<file path="config.mk">
export PLATFORM = sky130hd
export DESIGN_NAME = iobus_input_stage
export DESIGN_NICKNAME = d
export VERILOG_FILES = /design/src/rtl/iobus_input_stage.sv
export SDC_FILE = /design/constraint.sdc
export NUM_CORES = 1
export LEC_CHECK = 0
export CAP_MARGIN = 5
export CORE_UTILIZATION = 47
export DETAILED_ROUTE_END_ITERATION = 7
export HOLD_SLACK_MARGIN = 0.02
export PLACE_DENSITY = 0.75
export SLEW_MARGIN = 20
export SYNTH_ARGS = -nofsm -noshare
export SYNTH_HDL_FRONTEND = slang
export SYNTH_SLANG_ARGS = --single-unit
</file>
<file path="constraint.sdc">
create_clock -name clk -period 1.1 [get_ports clk]
set_input_delay 0.11 -clock clk [delete_from_list [all_inputs] [get_ports clk]]
set_output_delay 0.11 -clock clk [all_outputs]
set_load 0.1 [all_outputs]
</file>
<file path="src/rtl/iobus_input_stage.sv">
// rtl/iobus_input_stage.sv - synchronizing, glitch-filtering input stage for the AC input bus
//
// Purpose:
//   Brings the asynchronous active-low converter lines (12-bit AC input word,
//   skip, interrupt request) into the clk domain through two-flop
//   synchronizers, optionally debounces them, and captures the word and skip
//   on each rising edge of the IOP strobe. A two-state capture controller
//   tracks whether the consumer has taken the capture and flags overruns.
//
// Configuration:
//   IOBUS_INPUT_FILTER_EN - when defined, each group (data word, skip, int)
//   only accepts a new level after it has been stable for FILT_LEN cycles.
//   When undefined the filtered value is the synchronizer output itself.
//
// Ports:
//   clk          in   single clock, rising edge
//   reset        in   synchronous, active-high
//   bus_data_n   in   12-bit active-low AC input lines (asynchronous)
//   skip_n       in   active-low skip line (asynchronous)
//   int_rq_n     in   active-low interrupt request line (asynchronous)
//   iop_strobe   in   IOP window, synchronous to clk
//   data_ack     in   consumer has taken data_q/skip_q
//   overrun_clr  in   clears the sticky overrun flag
//   data_q       out  captured AC input word, positive logic
//   skip_q       out  captured skip, positive logic
//   data_valid   out  an unacknowledged capture is held
//   overrun      out  sticky: a capture overwrote an unacknowledged one
//   int_req      out  filtered interrupt request, positive logic, level

module iobus_input_stage #(
    parameter int FILT_LEN = 3
) (
    input  logic        clk,
    input  logic        reset,
    input  logic [11:0] bus_data_n,
    input  logic        skip_n,
    input  logic        int_rq_n,
    input  logic        iop_strobe,
    input  logic        data_ack,
    input  logic        overrun_clr,
    output logic [11:0] data_q,
    output logic        skip_q,
    output logic        data_valid,
    output logic        overrun,
    output logic        int_req
);

    if (FILT_LEN < 1 || FILT_LEN > 15) begin : g_bad_filt_len
        $error("FILT_LEN must be in 1..15");
    end

    // Bit layout of the synchronized vector: {int, skip, data[11:0]}
    logic [13:0] sync_meta;
    logic [13:0] sync_s;

    always_ff @(posedge clk) begin
        if (reset) begin
            sync_meta <= '1;
            sync_s    <= '1;
        end else begin
            sync_meta <= {int_rq_n, skip_n, bus_data_n};
            sync_s    <= sync_meta;
        end
    end

    logic [11:0] f_data;
    logic        f_skip;
    logic        f_int;

`ifdef IOBUS_INPUT_FILTER_EN
    localparam logic [4:0] FILT_TGT = 5'(FILT_LEN);

    logic [3:0] cnt_data;
    logic [3:0] cnt_skip;
    logic [3:0] cnt_int;

    // Counter holds the number of completed cycles for which s has kept its
    // current value while differing from f. Acceptance is checked before the
    // change test so a value that just completed its run is still taken even
    // if s moves on at the same edge. sync_meta != sync_s means s changes at
    // this edge, so the run of the next value starts from zero.
    always_ff @(posedge clk) begin
        if (reset) begin
            f_data   <= '1;
            cnt_data <= '0;
        end else if (sync_s[11:0] == f_data) begin
            cnt_data <= '0;
        end else if ({1'b0, cnt_data} + 5'd1 == FILT_TGT) begin
            f_data   <= sync_s[11:0];
            cnt_data <= '0;
        end else if (sync_meta[11:0] != sync_s[11:0]) begin
            cnt_data <= '0;
        end else begin
            cnt_data <= cnt_data + 4'd1;
        end
    end

    always_ff @(posedge clk) begin
        if (reset) begin
            f_skip   <= 1'b1;
            cnt_skip <= '0;
        end else if (sync_s[12] == f_skip) begin
            cnt_skip <= '0;
        end else if ({1'b0, cnt_skip} + 5'd1 == FILT_TGT) begin
            f_skip   <= sync_s[12];
            cnt_skip <= '0;
        end else if (sync_meta[12] != sync_s[12]) begin
            cnt_skip <= '0;
        end else begin
            cnt_skip <= cnt_skip + 4'd1;
        end
    end

    always_ff @(posedge clk) begin
        if (reset) begin
            f_int   <= 1'b1;
            cnt_int <= '0;
        end else if (sync_s[13] == f_int) begin
            cnt_int <= '0;
        end else if ({1'b0, cnt_int} + 5'd1 == FILT_TGT) begin
            f_int   <= sync_s[13];
            cnt_int <= '0;
        end else if (sync_meta[13] != sync_s[13]) begin
            cnt_int <= '0;
        end else begin
            cnt_int <= cnt_int + 4'd1;
        end
    end
`else
    assign f_data = sync_s[11:0];
    assign f_skip = sync_s[12];
    assign f_int  = sync_s[13];
`endif

    // History flop resets high so a strobe already asserted at reset
    // release does not look like a fresh edge.
    logic strobe_d;
    logic strobe_edge;

    assign strobe_edge = iop_strobe & ~strobe_d;

    typedef enum logic {
        ST_EMPTY = 1'b0,
        ST_FULL  = 1'b1
    } cap_state_t;

    cap_state_t state;
    cap_state_t state_nx;
    logic       capture;
    logic       set_ovr;

    always_comb begin
        state_nx = state;
        capture  = 1'b0;
        set_ovr  = 1'b0;
        case (state)
            ST_EMPTY: begin
                if (strobe_edge) begin
                    state_nx = ST_FULL;
                    capture  = 1'b1;
                end
            end
            ST_FULL: begin
                if (strobe_edge) begin
                    capture = 1'b1;
                    set_ovr = ~data_ack;
                end else if (data_ack) begin
                    state_nx = ST_EMPTY;
                end
            end
            default: state_nx = ST_EMPTY;
        endcase
    end

    always_ff @(posedge clk) begin
        if (reset) begin
            state    <= ST_EMPTY;
            strobe_d <= 1'b1;
            data_q   <= '0;
            skip_q   <= 1'b0;
            overrun  <= 1'b0;
            int_req  <= 1'b0;
        end else begin
            state    <= state_nx;
            strobe_d <= iop_strobe;
            int_req  <= ~f_int;
            if (capture) begin
                data_q <= ~f_data;
                skip_q <= ~f_skip;
            end
            // Set wins over clear when both land in the same cycle.
            if (set_ovr) begin
                overrun <= 1'b1;
            end else if (overrun_clr) begin
                overrun <= 1'b0;
            end
        end
    end

    assign data_valid = (state == ST_FULL);

endmodule

</file>
==> results of run 1 <==
==> area by class of cell <==
type | count | area (µm²) | share of cell area (%)
multi-input combinational | 62 | 494 | 22.9
timing repair buffer | 40 | 558 | 25.8
inverter | 13 | 48.8 | 2.26
sequential | 45 | 921 | 42.6
tap | 44 | 55.1 | 2.55
clock buffer | 5 | 37.5 | 1.74
clock inverter | 3 | 46.3 | 2.14
==> cell usage after synthesis (all sizes together) <==
master   count
a211oi      13
a21oi        2
and3b       13
buf          4
clkbuf       4
dfxtp       45
inv         13
nand2b       3
nand4bb      1
nor2         1
or2         29
==> state kept, by name, summed over array words and instances, names as in the netlist <==
register / cells
overrun: 1
skip_q: 1
data_valid: 1
sync_meta: 14
data_q: 12
strobe_d: 1
int_req: 1
sync_s: 14
==> worst reg2reg max path: stages, from the launching register on <==
cell and delay (ps):
dfxtp_2 400, buf_4 150, and3b_1 190, a211oi_2 200
==> stage by stage <==
stage / setup WS, ps / util [%] / hold WS [ps] / instance area, µm² / std cells
after floorplan: 81.0 / - / 214 / 1500 / 128
after global placement: -174 / 68.4 / 377 / 2070 / 204
after detailed placement: -268 / 68.4 / 380 / 2070 / 204
after CTS: 20.4 / 71.3 / 279 / 2160 / 212
after global routing: 9.99 / 71.4 / 277 / 2160 / 212
final: 59.8 / 71.4 / 295 / 2160 / 212
==> power groups by stage <==
stage	Clock, mW	Sequential [mW]	Combinational, mW
after floorplan	0	1.96	0.129
after global placement	0	1.78	0.511
after detailed placement	0	1.79	0.520
after CTS	1.04	1.75	0.523
after global routing	1.11	1.76	0.545
final	1.01	1.75	0.519
==> cell families (layout without fill, tap and decap cells) <==
| group | after synthesis | count (layout) | synth area share, % |
|---|---|---|---|
| compound gates | 15 | 15 | 10.7 |
| flops | 45 | 45 | 60.9 |
| buf+inv | 21 | 61 | 6.09 |
| simple gates | 47 | 47 | 22.4 |
==> final timing paths <==
| check | from | to | slack, ps |
|---|---|---|---|
| min reg2reg | sync_s[13]$_SDFF_PP1_ | int_req$_SDFF_PP0_ | 400 |
| max | data_valid$_SDFF_PP0_ | data_valid | 60 |
| min | bus_data_n[2] | sync_meta[2]$_SDFF_PP1_ | 300 |
| max reg2reg | strobe_d$_SDFF_PP1_ | data_q[3]$_SDFFE_PP0P_ | 90 |
==> per-layer routing <==
metal	global-route usage (%)	vias to the layer above	routed length (µm)
li1	-	488	-
met1	17.9	429	928
met2	23.5	26	1050
met3	5.58	7	111
met4	10.2	0	70
met5	0	-	0
==> what timing repair did <==
| item | 4_1_cts | 5_1_grt |
|---|---|---|
| endpoints found under the setup margin | 6 | 9 |
| gates resized for setup | 1 | 1 |
| cloned | 0 | 0 |
| pin swaps | 0 | 0 |
==> summary.txt, run 1 <==
Outcome
  • Status: completed

Power
  • P_int: 2.43 mW
  • PwrDens: between 1500 and 2000 mW/mm²
  • Flop pwr share: between 50% and 60%
  • Clk pwr share: approximately 30%
  • Leakage power: around 0.9 nW
  • Switching part of the total: approximately 26%
  • Total Power: ~3.3 mW
  • Comb power frac: about 16%
  • Psw: about 850 µW
  • VDD IR max: roughly 1.5 mV

Flow run
  • Max-cap viol count: 0

Synthesis
  • Synth Cell Area: approximately 0.0015 mm²
  • Syn Nets: ~150
  • Seq/Total Area, Yosys: between 60% and 70%
  • Mapped Cells: 128
  • Synth Register Bits: 45
  • Post-synth cell types: 14
  • Synthesized area per cell: roughly 12 µm²
  • Warnings from Yosys: 0
  • Most area-consuming cells after synthesis: dfxtp_1, or2_2, a211oi_2
  • Largest area contributor in the netlist: dfxtp_1
  • Synth top area share: between 60 and 70%

Setup path
  • Crit-path max FO: 3
  • WP data required: slightly below 1000 ps
  • Crit path DAT: between 900 and 1000 ps
  • Critical path buffer and inverter count: 1
  • Crit path kind: reg2out
  • Critical path cell sequence: buf_12
  • Worst Setup End Kind: output pin
  • CP top delay family: flip-flops
  • CP max-delay cell: dfxtp_2
  • Worst path max stage delay: roughly 390 ps
  • R2r worst-path depth: 3
  • CP startpoint kind: flip-flop
  • Critical path depth: 1

Detailed routing
  • Routed len/inst: 10.2 µm
  • Routed Antenna Nets: 0
  • Total routed wirelength: roughly 2200 µm
  • Detailed-route via count: 950
  • Drt drc: 0
  • Starting DRC count in detailed routing: 22
  • Vias per cell: 4.48
  • DRT Pass-1 Iters: 5

CTS
  • Root buf cell: clkbuf_4
  • Post-CTS Setup Inserts: 0
  • Clk buf depth: 2
  • Clock insertion delay at the later pin of the skew report: around 360 ps
  • Worst-path clk slew: 130 ps
  • Total CTS buffers: 5
  • Hold Buf Count CTS: 0
  • Htree depth: 2
  • Clk sink count: 45
  • TritonCTS clock tree: yes

Timing
  • Final clock skew: between 6 and 7 ps
  • Setup violators final: 0
  • Worst Max-Slew Pin Slew: 239 ps
  • Hold Vio Cnt, Final: 0
  • Slew Limit Fails: 0
  • Period minus WS final: approximately 1000 ps
  • Setup TNS: 0 ps
  • Unrepaired setup endpoints after global routing: no
  • Max_slew headroom: between 80% and 90%
  • Final period util: between 90% and 100%
  • Fmax: 0.961 GHz

Finish
  • Antenna diodes: 0
  • Most frequent cells in the layout: or2_2, dfxtp_1, clkdlybuf4s50_1
  • P&R area growth vs syn: 46.0%
  • Final #Nets: between 150 and 200
  • Layout cells sized above 1: just over 50%
  • Number of fill cells: roughly 210

Floorplan
  • # IOs: 35
  • Initial Util: 48.9%
  • Die Area: between 0.003 and 0.004 mm²
  • Die width: between 50 and 60 µm
  • # rows: 20
  • Core ar.: roughly 0.0030 mm²
  • Die height: 58.1 µm

Global route
  • Total GRT Usage: approximately 15%
  • First-pass GRT wire length: between 3000 and 4000 µm
  • Largest net degree at the start of global routing: 37
  • Overflow after GRT: 0
  • Vias in the first global route: 860
  • Antenna violations before repair: 0

Worst hold path
  • Worst hold stages: 2
  • Type of the most critical hold path: in2reg

Placed design
  • RePlAce Congestion: ~0.64
  • Hpwl dp: 1590 µm
  • Port Buffers: 34
No activity file was read; power rests on OpenSTA's default activity.
==> inputs of run 2 (changes only) <==
==> constraint.sdc (replaced) <==
create_clock -name clk -period 1.1 [get_ports clk]
set_input_delay 0.11 -clock clk [delete_from_list [all_inputs] [get_ports clk]]
set_output_delay 0.11 -clock clk [all_outputs]
set_load 0.05 [all_outputs]
==> summary.txt, run 2 (synthesis gave the netlist of run 1 again) <==
Outcome
  • Status: completed

Detailed routing
  • Routed len/inst: ~9.7 µm
  • DRT Pass-1 Iters: 4
  • Detailed-route via count: roughly 900
  • Vias per cell: around 4.3
  • Routed Antenna Nets: 0
  • Starting DRC count in detailed routing: 12
  • Drt drc: 0
  • Total routed wirelength: 2070 µm

Finish
  • Most frequent cells in the layout: dfxtp_1, or2_2, clkdlybuf4s50_1
  • Antenna diodes: 0
  • Final #Nets: approximately 190
  • P&R area growth vs syn: 45.5%
  • Layout Utilization: a little over 70%
  • Layout cells sized above 1: 42.0%
  • Number of fill cells: about 220
  • Biggest registers after layout: sync_meta x14, sync_s x14, data_q x12
  • Commonest non-fill, non-tap cell in the layout: dfxtp_1

CTS
  • Clock insertion delay at the later pin of the skew report: 340 ps
  • Root buf cell: clkbuf_4
  • TritonCTS clock tree: yes
  • Post-CTS Setup Inserts: 0
  • Total CTS buffers: 5
  • Worst-path clk slew: between 100 and 150 ps
  • Htree depth: 2
  • Clk buf depth: 2
  • Clk sink count: 45

Timing
  • Period minus WS final: approximately 1000 ps
  • Max_slew headroom: 85.7%
  • Setup violators final: 0
  • Final period util: just over 90%
  • Worst Max-Slew Pin Slew: ~220 ps
  • Unrepaired setup endpoints after global routing: no
  • Slew Limit Fails: 0
  • Final clock skew: 11.1 ps
  • Hold Vio Cnt, Final: 0
  • Fmax: between 0.9 and 1 GHz

Floorplan
  • Die width: just under 60 µm
  • Initial Util: roughly half
  • Die height: slightly below 60 µm
  • Die Area: about 0.0034 mm²
  • # IOs: 35
  • # rows: 20
  • Core ar.: approximately 0.003 mm²

Global route
  • Antenna violations before repair: 0
  • Largest net degree at the start of global routing: 37
  • Vias in the first global route: between 800 and 900
  • Total GRT Usage: around 15%
  • Overflow after GRT: 0
  • First-pass GRT wire length: roughly 3800 µm

Power
  • Flop pwr share: 54.8%
  • Total Power: around 3.2 mW
  • Leakage power: about 0.88 nW
  • VDD IR max: 0.896 mV
  • PwrDens: approximately 1500 mW/mm²
  • Psw: about 700 µW
  • P_int: 2.49 mW
  • Switching part of the total: 21.8%
  • Comb power frac: 13.2%
  • Clk pwr share: 32.0%

Setup path
  • Crit path DAT: ~910 ps
  • WP data required: roughly 1000 ps
  • CP max-delay cell: dfxtp_1
  • Critical path cell sequence: buf_12
  • CP top delay family: flip-flops
  • R2R Setup Slk: 90 ps
  • Worst Setup End Kind: output pin
  • Crit path kind: reg2out
  • CP startpoint kind: flip-flop
  • Crit-path max FO: 3
  • Critical path buffer and inverter count: 1
  • Worst path max stage delay: ~420 ps

Placed design
  • Hpwl dp: between 1500 and 2000 µm
  • RePlAce Congestion: approximately 0.64
  • Port Buffers: 34

Worst hold path
  • Type of the most critical hold path: in2reg

Flow run
  • Max-cap viol count: 0
## run 2: metal layers
layer,GRT usage (%),part of all wire [%]
met3,4.69,4.8
met1,18.0,46
met2,24.1,47
met5,0,0
met4,9.18,2.0
## run 2: timing repair
item / CTS / global route
pin swaps: 0 / 0
resized for setup: 2 / 1
endpoints found under the setup margin: 12 / 1
hold buffers: 0 / 0
## run 2: layout make-up
| cell class | instances | area (µm²) | area share, % |
|---|---|---|---|
| sequential | 45 | 905 | 42.0 |
| timing repair buffer | 41 | 566 | 26.3 |
| multi-input combinational | 62 | 494 | 23.0 |
| clock buffer | 7 | 55.1 | 2.56 |
| tap | 44 | 55.1 | 2.56 |
| inverter | 13 | 48.8 | 2.27 |
| clock inverter | 1 | 30.0 | 1.39 |
## run 2: stage by stage
stage | setup slack (ps) | TNS, ps | area, µm² | std cells | hold slack [ps]
floorplan | 141 | 0 | 1480 | 128 | 214
global placement | -121 | -2660 | 2060 | 205 | 373
detailed placement | -182 | -4090 | 2060 | 205 | 378
CTS | 49.7 | 0 | 2150 | 213 | 305
global route | 14.8 | 0 | 2150 | 213 | 301
finish | 76.3 | 0 | 2150 | 213 | 318
## run 2: power by group through the flow
stage	clock network, mW	logic [mW]	registers [mW]
4_1_cts	1.04	0.424	1.74
5_1_grt	1.12	0.449	1.75
6_report	1.02	0.420	1.74
3_3_place_gp	0	0.413	1.78
2_1_floorplan	0	0.129	1.85
3_5_place_dp	0	0.421	1.78
## run 2: path summary, 6_finish.rpt
| check | cells after the start | to | start |
|---|---|---|---|
| setup / recovery | 1 | data_valid | data_valid$_SDFF_PP0_ |
| hold / removal | 2 | sync_meta[4]$_SDFF_PP1_ | bus_data_n[4] |
| setup reg to reg | 3 | data_q[8]$_SDFFE_PP0P_ | strobe_d$_SDFF_PP1_ |
| hold reg to reg | 1 | int_req$_SDFF_PP0_ | sync_s[13]$_SDFF_PP1_ |
